`config.mk`:
```
export PLATFORM = sky130hd
export DESIGN_NAME = mem_arbiter_flat
export DESIGN_NICKNAME = d
export VERILOG_FILES = /design/src/rtl/mem_arbiter_if.sv /design/src/rtl/mem_arbiter.sv /design/src/flat_wrapper.sv
export SDC_FILE = /design/constraint.sdc
export NUM_CORES = 1
export LEC_CHECK = 0
export CORE_MARGIN = 2
export CORE_UTILIZATION = 35
export CTS_BUF_LIST = sky130_fd_sc_hd__clkbuf_4 sky130_fd_sc_hd__clkbuf_8
export DETAILED_ROUTE_END_ITERATION = 8
export DONT_BUFFER_PORTS = 1
export PLACE_DENSITY = 0.58
export SKIP_CTS_REPAIR_TIMING = 1
export SYNTH_ARGS = -nofsm -noshare
export SYNTH_HDL_FRONTEND = slang
export SYNTH_SLANG_ARGS = --single-unit
```
`constraint.sdc`:
```
create_clock -name clk -period 4.1 [get_ports clk]
set_input_delay 0.615 -clock clk [delete_from_list [all_inputs] [get_ports clk]]
set_output_delay 0.615 -clock clk [all_outputs]
set_load 0.01 [all_outputs]
```
`src/rtl/mem_arbiter_if.sv`:
```
// Bundle between the fetch/data requesters, the shared memory and the
// arbiter; the arbiter takes the slave view, the environment the master view.
interface mem_arbiter_if;
    logic        if_req;
    logic [31:0] if_addr;
    logic        if_ack;
    logic [31:0] if_rdata;
    logic        dm_req;
    logic        dm_wr;
    logic [31:0] dm_addr;
    logic [31:0] dm_wdata;
    logic        dm_ack;
    logic [31:0] dm_rdata;
    logic        mem_en;
    logic        mem_we;
    logic [31:0] mem_addr;
    logic [31:0] mem_wdata;
    logic [31:0] mem_rdata;
    logic        stall_if;
    logic        stall_mem;

    modport master (
        output if_req, if_addr, dm_req, dm_wr, dm_addr, dm_wdata, mem_rdata,
        input  if_ack, if_rdata, dm_ack, dm_rdata,
        input  mem_en, mem_we, mem_addr, mem_wdata, stall_if, stall_mem
    );

    modport slave (
        input  if_req, if_addr, dm_req, dm_wr, dm_addr, dm_wdata, mem_rdata,
        output if_ack, if_rdata, dm_ack, dm_rdata,
        output mem_en, mem_we, mem_addr, mem_wdata, stall_if, stall_mem
    );
endinterface

```
`src/rtl/mem_arbiter.sv`:
```
// Arbiter sharing one single-port memory between the fetch and data ports,
// with data priority bounded by a starvation counter for fetch.
module mem_arbiter #(
    parameter int unsigned LAT        = 2,
    parameter int unsigned STARVE_LIM = 4
) (
    input  logic         clk,
    input  logic         rst,
    mem_arbiter_if.slave bus
);
    localparam int unsigned SW = (STARVE_LIM < 1) ? 1 : $clog2(STARVE_LIM + 1);
    localparam logic [3:0]  CNT_INIT = 4'(LAT - 1);

    typedef enum logic {IDLE, BUSY} state_t;
    typedef enum logic {OWN_I, OWN_D} owner_t;

    state_t        r_state, w_state_nxt;
    owner_t        r_owner, w_owner_nxt;
    logic [3:0]    r_cnt, w_cnt_nxt;
    logic [SW-1:0] r_starve, w_starve_nxt;
    logic          r_we, w_we_nxt;
    logic [31:0]   r_addr, w_addr_nxt;
    logic [31:0]   r_wdata, w_wdata_nxt;
    logic          r_if_ack, w_if_ack_nxt;
    logic          r_dm_ack, w_dm_ack_nxt;
    logic [31:0]   r_if_rdata, w_if_rdata_nxt;
    logic [31:0]   r_dm_rdata, w_dm_rdata_nxt;

    logic w_if_elig;
    logic w_dm_elig;
    logic w_starve_full;
    logic w_grant_d;
    logic w_grant_i;

    // A port being acked this cycle is dropping its request, so skip it.
    assign w_if_elig     = bus.if_req & ~r_if_ack;
    assign w_dm_elig     = bus.dm_req & ~r_dm_ack;
    assign w_starve_full = (r_starve == SW'(STARVE_LIM));
    assign w_grant_d     = w_dm_elig & ~(w_if_elig & w_starve_full);
    assign w_grant_i     = w_if_elig & ~w_grant_d;

    // Next-state and datapath decisions for the IDLE/BUSY controller.
    always_comb begin
        w_state_nxt    = r_state;
        w_owner_nxt    = r_owner;
        w_cnt_nxt      = r_cnt;
        w_starve_nxt   = r_starve;
        w_we_nxt       = r_we;
        w_addr_nxt     = r_addr;
        w_wdata_nxt    = r_wdata;
        w_if_ack_nxt   = 1'b0;
        w_dm_ack_nxt   = 1'b0;
        w_if_rdata_nxt = r_if_rdata;
        w_dm_rdata_nxt = r_dm_rdata;
        unique case (r_state)
            IDLE: begin
                if (w_grant_d) begin
                    w_state_nxt = BUSY;
                    w_owner_nxt = OWN_D;
                    w_cnt_nxt   = CNT_INIT;
                    w_addr_nxt  = bus.dm_addr;
                    w_wdata_nxt = bus.dm_wdata;
                    w_we_nxt    = bus.dm_wr;
                    if (bus.if_req && !w_starve_full) begin
                        w_starve_nxt = r_starve + SW'(1);
                    end
                end else if (w_grant_i) begin
                    w_state_nxt  = BUSY;
                    w_owner_nxt  = OWN_I;
                    w_cnt_nxt    = CNT_INIT;
                    w_addr_nxt   = bus.if_addr;
                    w_wdata_nxt  = '0;
                    w_we_nxt     = 1'b0;
                    w_starve_nxt = '0;
                end
            end
            BUSY: begin
                if (r_cnt == 4'd0) begin
                    w_state_nxt = IDLE;
                    if (r_owner == OWN_D) begin
                        w_dm_ack_nxt = 1'b1;
                        if (!r_we) begin
                            w_dm_rdata_nxt = bus.mem_rdata;
                        end
                    end else begin
                        w_if_ack_nxt   = 1'b1;
                        w_if_rdata_nxt = bus.mem_rdata;
                    end
                end else begin
                    w_cnt_nxt = r_cnt - 4'd1;
                end
            end
        endcase
    end

    // State register with synchronous active-low reset.
    always_ff @(posedge clk) begin
        if (!rst) begin
            r_state    <= IDLE;
            r_owner    <= OWN_I;
            r_cnt      <= '0;
            r_starve   <= '0;
            r_we       <= 1'b0;
            r_addr     <= '0;
            r_wdata    <= '0;
            r_if_ack   <= 1'b0;
            r_dm_ack   <= 1'b0;
            r_if_rdata <= '0;
            r_dm_rdata <= '0;
        end else begin
            r_state    <= w_state_nxt;
            r_owner    <= w_owner_nxt;
            r_cnt      <= w_cnt_nxt;
            r_starve   <= w_starve_nxt;
            r_we       <= w_we_nxt;
            r_addr     <= w_addr_nxt;
            r_wdata    <= w_wdata_nxt;
            r_if_ack   <= w_if_ack_nxt;
            r_dm_ack   <= w_dm_ack_nxt;
            r_if_rdata <= w_if_rdata_nxt;
            r_dm_rdata <= w_dm_rdata_nxt;
        end
    end

    // Memory side is live only while BUSY; address/data hold when idle.
    assign bus.mem_en    = (r_state == BUSY);
    assign bus.mem_we    = (r_state == BUSY) & r_we;
    assign bus.mem_addr  = r_addr;
    assign bus.mem_wdata = r_wdata;
    assign bus.if_ack    = r_if_ack;
    assign bus.dm_ack    = r_dm_ack;
    assign bus.if_rdata  = r_if_rdata;
    assign bus.dm_rdata  = r_dm_rdata;
    assign bus.stall_if  = bus.if_req & ~r_if_ack;
    assign bus.stall_mem = bus.dm_req & ~r_dm_ack;
endmodule

```
`src/flat_wrapper.sv`:
```
// flat-port wrapper written by rule: the top's interface ports become plain ports
module mem_arbiter_flat 
#(
    parameter int unsigned LAT        = 2,
    parameter int unsigned STARVE_LIM = 4
)
  (clk, rst, bus_if_req, bus_if_addr, bus_dm_req, bus_dm_wr, bus_dm_addr, bus_dm_wdata, bus_mem_rdata, bus_if_ack, bus_if_rdata, bus_dm_ack, bus_dm_rdata, bus_mem_en, bus_mem_we, bus_mem_addr, bus_mem_wdata, bus_stall_if, bus_stall_mem);
  mem_arbiter_if bus_i ();
  input  logic clk;
  input  logic rst;
  input wire logic [$bits(bus_i.if_req)-1:0] bus_if_req;
  input wire logic [$bits(bus_i.if_addr)-1:0] bus_if_addr;
  input wire logic [$bits(bus_i.dm_req)-1:0] bus_dm_req;
  input wire logic [$bits(bus_i.dm_wr)-1:0] bus_dm_wr;
  input wire logic [$bits(bus_i.dm_addr)-1:0] bus_dm_addr;
  input wire logic [$bits(bus_i.dm_wdata)-1:0] bus_dm_wdata;
  input wire logic [$bits(bus_i.mem_rdata)-1:0] bus_mem_rdata;
  output wire logic [$bits(bus_i.if_ack)-1:0] bus_if_ack;
  output wire logic [$bits(bus_i.if_rdata)-1:0] bus_if_rdata;
  output wire logic [$bits(bus_i.dm_ack)-1:0] bus_dm_ack;
  output wire logic [$bits(bus_i.dm_rdata)-1:0] bus_dm_rdata;
  output wire logic [$bits(bus_i.mem_en)-1:0] bus_mem_en;
  output wire logic [$bits(bus_i.mem_we)-1:0] bus_mem_we;
  output wire logic [$bits(bus_i.mem_addr)-1:0] bus_mem_addr;
  output wire logic [$bits(bus_i.mem_wdata)-1:0] bus_mem_wdata;
  output wire logic [$bits(bus_i.stall_if)-1:0] bus_stall_if;
  output wire logic [$bits(bus_i.stall_mem)-1:0] bus_stall_mem;
  assign bus_i.if_req = bus_if_req;
  assign bus_i.if_addr = bus_if_addr;
  assign bus_i.dm_req = bus_dm_req;
  assign bus_i.dm_wr = bus_dm_wr;
  assign bus_i.dm_addr = bus_dm_addr;
  assign bus_i.dm_wdata = bus_dm_wdata;
  assign bus_i.mem_rdata = bus_mem_rdata;
  assign bus_if_ack = bus_i.if_ack;
  assign bus_if_rdata = bus_i.if_rdata;
  assign bus_dm_ack = bus_i.dm_ack;
  assign bus_dm_rdata = bus_i.dm_rdata;
  assign bus_mem_en = bus_i.mem_en;
  assign bus_mem_we = bus_i.mem_we;
  assign bus_mem_addr = bus_i.mem_addr;
  assign bus_mem_wdata = bus_i.mem_wdata;
  assign bus_stall_if = bus_i.stall_if;
  assign bus_stall_mem = bus_i.stall_mem;
  mem_arbiter #(.LAT(LAT), .STARVE_LIM(STARVE_LIM)) u_core (.clk(clk), .rst(rst), .bus(bus_i));
endmodule
```
==> Word-level counts from Yosys, hierarchy flattened <==
Cells that the tools add are included.
{ "op_classes": {"muxes": 20, "n_mul": 0, "order_cmp": 0, "n_reduce_logical": 10, "shift": 0, "n_eq_ne": 4, "n_addsub": 2, "div": 0, "n_bitwise": 13} }
{ "ops": {"columns": ["cell", "count"], "rows": [
  ["2-to-1 mux 32 bit", 4],
  ["2-to-1 mux 4 bit", 3],
  ["2-to-1 mux 3 bit", 3],
  ["AND reduction 3 bit", 3],
  ["2-to-1 mux 1 bit", 8],
  ["one-hot mux 4 bit (2 select lines)", 1],
  ["NOT 1 bit", 7],
  ["AND 1 bit", 6],
  ["logical NOT 4 bit", 1],
  ["inequality test 2 bit, second input constant", 2],
  ["AND reduction 2 bit", 2],
  ["AND reduction 4 bit", 1],
  ["subtractor 4 x 1 -> 4 bit, second input constant", 1],
  ["adder 3 x 1 -> 3 bit, second input constant", 1],
  ["equality test 3 bit, second input constant", 1],
  ["inequality test 3 x 1 -> 1 bit, second input constant", 1],
  ["one-hot mux 1 bit (2 select lines)", 1],
  ["nonzero test 2 bit", 1],
  ["logical AND 1 bit", 1],
  ["logical NOT 1 bit", 1]
]} }
{ "totals": {"mem_count": 0, "ramBits": 0, "latchBits": 0, "mem_bits_ro": 0, "word_cells": 60, "regBits": 140} }

==> Logic depth before layout (Yosys ltp) <==
Gate-level depths: netlist of the first run.
{ "depth": {"depth_word": 10, "depth_mapped": 8, "depth_no_buf": 6} }

==> Least setup slack after synthesis of the first run <==
Ideal clock, no wire load.
{ "synth_path": {"path_kind": "input-to-reg", "startpoint": "in bus_dm_req", "endpoint": "reg u_core.r_addr[10], in the netlist u_core.bus.mem_addr[10]", "setup_time_ps": 127, "n_path_buf": 2, "slack_ps": 2406, "t_arrival_ps": 1567, "t_required_ps": 3973, "stages": 5, "path_cell_list": "nor2b_2 > buf_6 > o211ai_1 > clkbuf_1 > o2bb2ai_1"} }
{ "synth_between": {"elab_chain_cells": 6, "word_cells_on_any_way": 7, "cone_classes": "mux: 1; bitwise: 4; reduce/logical: 2"} }
{ "synth_rtl": {"columns": ["element", "line_no", "source"], "rows": [
  ["start: declaration", "flat_wrapper.sv:13", "input wire logic [$bits(bus_i.dm_req)-1:0] bus_dm_req;"],
  ["AND 1 bit (*)", null, null],
  ["via bus_stall_mem", "flat_wrapper.sv:27", "output wire logic [$bits(bus_i.stall_mem)-1:0] bus_stall_mem;"],
  ["AND 1 bit (*)", "mem_arbiter.sv:39", "assign w_grant_d = w_dm_elig & ~(w_if_elig & w_starve_full);"],
  ["NOT 1 bit", "mem_arbiter.sv:40", "assign w_grant_i = w_if_elig & ~w_grant_d;"],
  ["AND 1 bit", "mem_arbiter.sv:40", null],
  ["nonzero test 2 bit (no source line)", null, null],
  ["AND reduction 2 bit (no source line)", null, null],
  ["end signal: assignment", "mem_arbiter.sv:116", "r_addr <= w_addr_nxt;"],
  ["end: declaration", "mem_arbiter.sv:22", "logic [31:0] r_addr, w_addr_nxt;"]
]} }
Mark *: on every way through the listed nets, which the timed path passes. The rest lies on a longest branch.
A chain may end at the register's enable or synchronous reset.

==> Worst setup path in the final report of the first run <==
{ "layout_path": {"startpoint": "reg u_core.r_state, in the netlist u_core.bus.mem_en", "endpoint": "reg u_core.r_dm_rdata[15], in the netlist u_core.bus.dm_rdata[15]"} }
{ "layout_between": {"elab_chain_cells": 1} }
{ "layout_rtl": {"columns": ["element", "line_no", "source"], "rows": [
  ["start: declaration", "mem_arbiter.sv:17", "state_t r_state, w_state_nxt;"],
  ["start signal: assignment", "mem_arbiter.sv:111", "r_state <= w_state_nxt;"],
  ["AND reduction 4 bit (no source line)", null, null],
  ["end signal: assignment", "mem_arbiter.sv:121", "r_dm_rdata <= w_dm_rdata_nxt;"],
  ["end: declaration", "mem_arbiter.sv:27", "logic [31:0] r_dm_rdata, w_dm_rdata_nxt;"]
]} }
No other way between the ends.

==> flow_summary.toml, run 1 <==
[status]
status = "completed"

[run]
cap_violations = 0

[clocking]
cts_tree = "done"
cts_buffer_depth = 2
clock_latency_ns = 0.44
h-tree-depth = 4
ctsRootBufferMaster = "clkbuf_8"
cts_buffers = 17
cts_sinks = 140
clk_pin_slew_worst_paths_ns = 0.08

[routing]
route.detailed.wl_per_inst_um = 17.6
dr_total_vias = 3776
totalWireLength_um = 12500
drc = 0
dr.pass1.iters = 5
ant_nets = 0
vias_per_cell = 5.33
first_iter_violations = 198

[placement]
dp_slack_ns = 1.68
dp_cells = 677
hpwl_um = 8570
portBuffers = 0
gp_congestion = 0.805

[synthesis]
ys_async_sr_fraction = 0
yosys-top-cells-count = "140 x dfxtp_1, 106 x nand2_1, 36 x o21ai_0"
syn_avg_cell_area_um2 = 9.97
synth.most_common_cell = "dfxtp_1"
ys_seq_area_frac = 0.530
synth.top_cell.area_share = 0.530
yosysUniqueCellTypes = 40
syn_inst = 531
ys_ff_latch = 140
synth_top_flop_cell = "dfxtp_1"
synth_nets = 667
yosys_warnings = 0
synth_edf_count = 0
synthTopCellsByArea = "dfxtp_1 53%, nand2_1 7.5%, mux2i_1 6.1%"
synth_top_cell_by_area = "dfxtp_1"
synth.cell_area_um2 = 5290

[setup_path]
worst_ep_required_time_ns = 4.38
crit_type = "reg2reg"
cp_cell_sequence = "and4bb_4 > nand3b_2 > nand3_1 > o21ai_0"
slowest_stage = "nand3b_2"
startpoint_type = "register"
crit_fanout = 64
arrival_ns = 2.63
crit_path_end_kind = "register"
cp_num_buf_inv = 0
cp_top_family = "simple AND/OR/NAND/NOR gates"
max_stage_delay_ns = 0.75
rrSetupSlack_ns = 1.75

[timing]
drv_slew = 0
fin_crit_ns = 2.35
final.setup.tns_ns = 0
skew_ns = 0.00739
max_freq_mhz = 425
setup_slack_ns = 1.75
period_share = 0.574
rsz0062_at_grt = "no"
worst_pin_slew_ns = 1.29
setup_viol = 0
relSlewSlack = 0.142
finalHoldViolations = 0

[pwr]
leakagePower_nw = 2.16
max-vdd-ir-drop_mv = 0.204
p_per_area_nw_per_um2 = 524

[final_layout]
instances_no_fill = 709
drive_gt1_frac = 0.0895
finish.utilization = 0.391
area_growth_pct = 8.20
n_antenna_cell = 0
fin_nets = 648

[global_routing]
grt_usage = 0.150
grt_max_degree = 111
grt_pass1_wl_um = 19000
overflow = 0
grt_pass1_vias = 3709
antenna_found_initial = 1

[floorplanning]
die_x_um = 127
coreArea_um2 = 14600
placementRows = 44
fp.dieH_um = 127
die_area_um2 = 16100
io_pins = 267
initial_core_util = 0.361

[worst_hold_path]
hold_class = "in2reg"
-- sequential cells by signal (all words and copies together) (netlist names) --
register              cells
u_core.bus.dm_rdata      32
u_core.bus.if_rdata      32
u_core.bus.mem_addr      32
u_core.bus.mem_wdata     32
u_core.r_cnt              4
u_core.r_starve           3
u_core.bus.dm_ack         1
u_core.bus.if_ack         1
u_core.bus.mem_en         1
u_core.r_owner            1
u_core.r_we               1
-- cell families after synthesis --
kind of cell,after synthesis,synth area share
AOI/OAI and AO/OA,147,0.210
adders and majority gates,3,0.00709
buffers and inverters,49,0.0558
DFF,140,0.530
muxes,32,0.0605
and+or+nand+nor,160,0.137
-- cell usage in the layout (no fill, tap or decap), types with 3 or more instances in the layout --
cell type   Yosys  final
clkinvlp_4      0      4
a22o_1         33     33
and2_1          3      3
nand2_1       106    106
a21boi_1       18     18
inv_1           5      5
a21boi_0       18     18
bufinv_16       0      3
nand3_1        34     34
buf_4           6      5
o21ai_0        36     36
o2bb2ai_1      32     32
dfxtp_1       140    140
mux2i_1        32     32
ha_1            3      3
clkbuf_8        0     21
-- worst reg2reg max path: stages, from the launching register on --
cell      delay [ns]
dfxtp_1         0.62
and4bb_4        0.33
nand3b_2        0.76
nand3_1         0.36
o21ai_0         0.13
-- area by class of cell --
class                   instances  area (µm²)
clock buffers                  23         304
well taps                     184         230
flip-flops and latches        140        2800
inverters                       6        22.5
multi-input cells             342        2200
clock inverters                 9         134
repair buffers                  5        37.5
fillers                      1422        8920
-- report_power, final --
group,switching [mW],total [mW],internal (mW)
logic,0.134,0.232,0.0974
clock network,0.525,1.21,0.681
registers,0.113,1.57,1.45
-- routing by layer --
metal	global-route usage	wire length [µm]
met5	0	16
met4	0.0834	406
met3	0.0632	1020
met2	0.243	6010
met1	0.167	5040
-- metrics by stage --
step	area, µm²	hold slack, ns	total power, mW
after global routing	5730	0.251	3.13
after detailed placement	5290	0.496	1.83
after CTS	5730	0.251	3.04
after floorplan	5290	0.455	1.80
after global placement	5290	0.475	1.82
final	5730	0.291	3.00
-- worst paths after layout --
path	startpoint	endpoint	cells past startpoint
setup / recovery	u_core.bus.mem_en	u_core.bus.dm_rdata[15]	4
hold / removal	bus_dm_wdata[6]	u_core.bus.mem_wdata[6]	1
setup reg to reg	u_core.bus.mem_en	u_core.bus.dm_rdata[15]	4
hold reg to reg	u_core.bus.if_rdata[9]	u_core.bus.if_rdata[9]	2
No activity file was read; power rests on OpenSTA's default activity.
==> inputs of run 2 (changes only) <==
Clock period 4.1 ns to 2.45 ns, I/O delays scaled along.
==> run 2 against run 1 <==
Final area increased by 0.61%; final cell count rose by 0.56%; routed wire length down 2.3%; setup slack lost 1.1 ns; sequential power up 67%; register-to-register slack lost 1.1 ns; clock power up 54%; critical path depth rose by 3; flip-flop and latch count is the same; maximum frequency grew 29%; critical endpoint is now u_core.bus.mem_addr[4]; highest routed layer is now met4.
==> flow_summary.toml, run 2 (synthesized netlist as in run 1, its figures left out) <==
[setup_path]
startpoint_type = "register"
rrSetupSlack_ns = 0.63
max_stage_delay_ns = 0.46
arrival_ns = 2.13
ff2ff_path_depth = 7
timing.rr.start = "u_core.r_starve[0]"
worst_ep_required_time_ns = 2.76
worstReg2RegEnd = "u_core.bus.mem_addr[4]"
crit_path_end_kind = "register"
crit_type = "reg2reg"
slowest_stage = "buf_4"
cp_cell_sequence = "inv_1 > ha_1 > nand2_1 > o21ai_4 > buf_4 > mux2i_1 > o2bb2ai_1"
crit_fanout = 33

[placement]
gp_congestion = 0.808
portBuffers = 0
placed_cell_area_um2 = 5360
hpwl_um = 8630

[routing]
dr_total_vias = 3817
dr.pass1.iters = 5
vias_per_cell = 5.35
route.detailed.wl_per_inst_um = 17.1
totalWireLength_um = 12200
first_iter_violations = 253
ant_nets = 0
drc = 0

[final_layout]
fill_cells = 1429
layout_common_cells = "140 x dfxtp_1, 106 x nand2_1, 36 x o21ai_0"
finish.instance_area_um2 = 5760
n_antenna_cell = 0
finish.utilization = 0.393
drive_gt1_frac = 0.0964
area_growth_pct = 8.87
fin_nets = 653
final_common_cell = "dfxtp_1"

[global_routing]
antenna_found_initial = 0
grt_usage = 0.148
grt_max_degree = 111
grt_pass1_vias = 3659
overflow = 0
grt_pass1_wl_um = 19000

[timing]
drv_slew = 0
final.setup.tns_ns = 0
fin_crit_ns = 1.82
rsz0062_at_grt = "no"
worst_pin_slew_ns = 0.530
finalHoldViolations = 0
relSlewSlack = 0.647
setup_viol = 0
period_share = 0.743
max_freq_mhz = 549
skew_ns = 0.00851

[worst_hold_path]
hold_path_depth = 1
hold_end = "u_core.bus.mem_wdata[27]"
hp-start = "bus_dm_wdata[27]"
hold_class = "in2reg"

[floorplanning]
coreArea_um2 = 14600
io_pins = 267
placementRows = 44
fp.dieH_um = 127
die_area_um2 = 16100
initial_core_util = 0.361
die_x_um = 127

[clocking]
cts_buffer_depth = 2
clk_pin_slew_worst_paths_ns = 0.07
ctsRootBufferMaster = "clkbuf_8"
cts_sinks = 140
h-tree-depth = 4
cts_tree = "done"
cts_buffers = 17
clock_latency_ns = 0.43

[pwr]
p_total_mw = 4.88
leakagePower_nw = 2.18
max-vdd-ir-drop_mv = 0.360
p_per_area_nw_per_um2 = 848

[status]
status = "completed"

[run]
cap_violations = 0
## run 2: cell type report
class	count	area [µm²]	area share
Sequential cell	140	2800	0.486
Multi-Input combinational cell	342	2200	0.381
Clock buffer	21	283	0.0491
Tap cell	184	230	0.0400
Clock inverter	10	115	0.0200
Timing Repair Buffer	10	113	0.0195
Inverter	6	22.5	0.00391
## run 2: stage by stage
step | cells | hold WS (ns) | setup WS [ns]
after detailed placement | 682 | 0.490 | 0.635
final | 713 | 0.0619 | 0.629
after global routing | 713 | 0.0211 | 0.468
after CTS | 713 | 0.0270 | 0.630
after global placement | 682 | 0.482 | 0.681
after floorplan | 531 | 0.455 | 0.943
## run 2: critical path: cells and delay by family, from the launching register on
family	cells	cell delay, ns
buf+inv	2	0.52
flops	1	0.34
mux	1	0.27
compound gates	2	0.26
fa+ha+maj	1	0.16
simple gates	1	0.11
## run 2: power breakdown
group	internal, mW	switching, mW	leakage [nW]	total [mW]
logic	0.182	0.231	0.844	0.412
registers	2.43	0.184	1.14	2.62
clock network	0.991	0.865	0.197	1.86
## run 2: worst max-delay path by stage
stage | end | cells after the start | slack, ns | start
floorplan | u_core.bus.if_ack | 7 | 0.94 | u_core.r_cnt[0]
global placement | u_core.bus.mem_addr[27] | 5 | 0.68 | u_core.bus.if_ack
detailed placement | u_core.bus.if_rdata[20] | 7 | 0.64 | u_core.r_cnt[0]
CTS | u_core.bus.if_rdata[20] | 7 | 0.63 | u_core.r_cnt[0]
global route | u_core.bus.if_rdata[13] | 7 | 0.47 | u_core.r_cnt[0]
finish | u_core.bus.mem_addr[4] | 7 | 0.63 | u_core.r_starve[0]
## run 2: metal layers
metal | vias to the layer above | track usage | wire (µm)
met4 | 0 | 0.0685 | 279
met5 | - | 0 | 0
met2 | 171 | 0.239 | 5850
met1 | 1787 | 0.170 | 4970
li1 | 1842 | - | -
met3 | 17 | 0.0624 | 1120
==> inputs of run 3 (changes only) <==
Clock period 2.45 ns to 1.75 ns, I/O delays scaled along.
==> run 3 against run 2 <==
Final area is 19% higher; combinational power grew 110%; largest power group unchanged; sequential share of layout area is 7.8 points lower; core utilization grew 7.5 points; critical path type is now reg2out; clock-buffer cell count is 4 higher; power is 45% higher; critical endpoint is now bus_mem_we.
==> flow_summary.toml, run 3 (synthesized netlist as in run 1, its figures left out) <==
[status]
status = "completed"

[routing]
totalWireLength_um = 14500
drc = 0
route.detailed.wl_per_inst_um = 17.8
first_iter_violations = 270
ant_nets = 0
dr_total_vias = 4237
dr.pass1.iters = 4
vias_per_cell = 5.19

[final_layout]
fill_cells = 1343
area_growth_pct = 29.6
finish.utilization = 0.468
final_common_cell = "dfxtp_1"
layout_common_cells = "140 x dfxtp_1, 106 x nand2_1, 101 x dlygate4sd3_1"
n_antenna_cell = 0
fin_nets = 757
drive_gt1_frac = 0.0839

[setup_path]
crit_type = "reg2out"
crit_path_start = "u_core.bus.mem_en"
crit_fanout = 8
timing.rr.start = "u_core.r_starve[0]"
worst_ep_required_time_ns = 1.49
startpoint_type = "register"
crit_path_end_kind = "output pin"
arrival_ns = 1.38

[floorplanning]
initial_core_util = 0.361
die_x_um = 127
placementRows = 44
fp.dieH_um = 127
io_pins = 267
die_area_um2 = 16100
coreArea_um2 = 14600

[pwr]
p_total_mw = 7.07
max-vdd-ir-drop_mv = 0.454
leakagePower_nw = 2.64
p_per_area_nw_per_um2 = 1030

[placement]
portBuffers = 0
hpwl_um = 8770
gp_congestion = 0.767

[global_routing]
overflow = 0
grt_pass1_wl_um = 19400
grt_max_degree = 111
grt_usage = 0.153
grt_pass1_vias = 3846
antenna_found_initial = 1

[timing]
drv_slew = 0
skew_ns = 0.00789
setup_viol = 0
period_share = 0.940
worst_pin_slew_ns = 0.752
finalHoldViolations = 0
fin_crit_ns = 1.64
rsz0062_at_grt = "no"
final.setup.tns_ns = 0
relSlewSlack = 0.497
max_freq_mhz = 608

[clocking]
ctsRootBufferMaster = "clkbuf_8"
cts_sinks = 140
clock_latency_ns = 0.44
clk_pin_slew_worst_paths_ns = 0.07
cts_tree = "done"
cts_buffer_depth = 2
h-tree-depth = 4
cts_buffers = 17

[worst_hold_path]
hold_class = "in2reg"
hp-start = "rst"

[run]
cap_violations = 0
[run 3: changes by cell type in the layout (fill, tap and decap cells not counted)]
cell           delta
clkinv_4          -1
clkinv_2          -2
bufinv_16         -1
inv_6             -1
buf_12            +4
clkbuf_8          +3
dlygate4sd3_1   +101
clkbuf_4          +1
buf_4             -2
buf_16            +1
[run 3: where the power goes]
| group | total, mW | switching (mW) | internal (mW) |
|---|---|---|---|
| clock | 2.54 | 1.18 | 1.37 |
| combinational | 0.853 | 0.419 | 0.434 |
| sequential | 3.67 | 0.267 | 3.41 |
[run 3: path summary, 6_finish.rpt]
kind                             endpoint  slack (ns)  cells after the start
setup / recovery               bus_mem_we        0.11                      2
hold / removal    u_core.bus.dm_rdata[30]       0.005                      2
setup reg to reg   u_core.bus.mem_addr[6]        0.11                      7
hold reg to reg        u_core.r_starve[2]        0.50                      2
[run 3: cell type report]
cell class                 instances  area (µm²)  area share
sequential                       140        2800       0.409
multi-input combinational        342        2200       0.320
timing repair buffer             114        1220       0.177
clock buffer                      25         332      0.0484
tap                              184         230      0.0336
clock inverter                     5        57.6     0.00839
inverter                           6        22.5     0.00328
[run 3: through the flow]
step | hold slack, ns | cell area, µm² | instances | worst slack, ns
CTS | -0.0883 | 5820 | 714 | 0.0820
finish | 0.00507 | 6860 | 816 | 0.105
detailed placement | 0.391 | 5430 | 684 | 0.131
global placement | 0.389 | 5430 | 684 | 0.200
global route | 0.00143 | 6860 | 816 | 0.00423
floorplan | 0.388 | 5290 | 531 | 0.243
[run 3: critical path: stages (launching register included)]
cell	delay (ns)
dfxtp_1	0.54
buf_4	0.21
and2_1	0.19
[run 3: per-layer routing]
metal | vias to the layer above | wire, µm | GRT usage
li1 | 2065 | - | -
met1 | 1968 | 5500 | 0.154
met2 | 175 | 7480 | 0.262
met3 | 27 | 1170 | 0.0754
met4 | 2 | 336 | 0.0769
met5 | - | 13 | 0
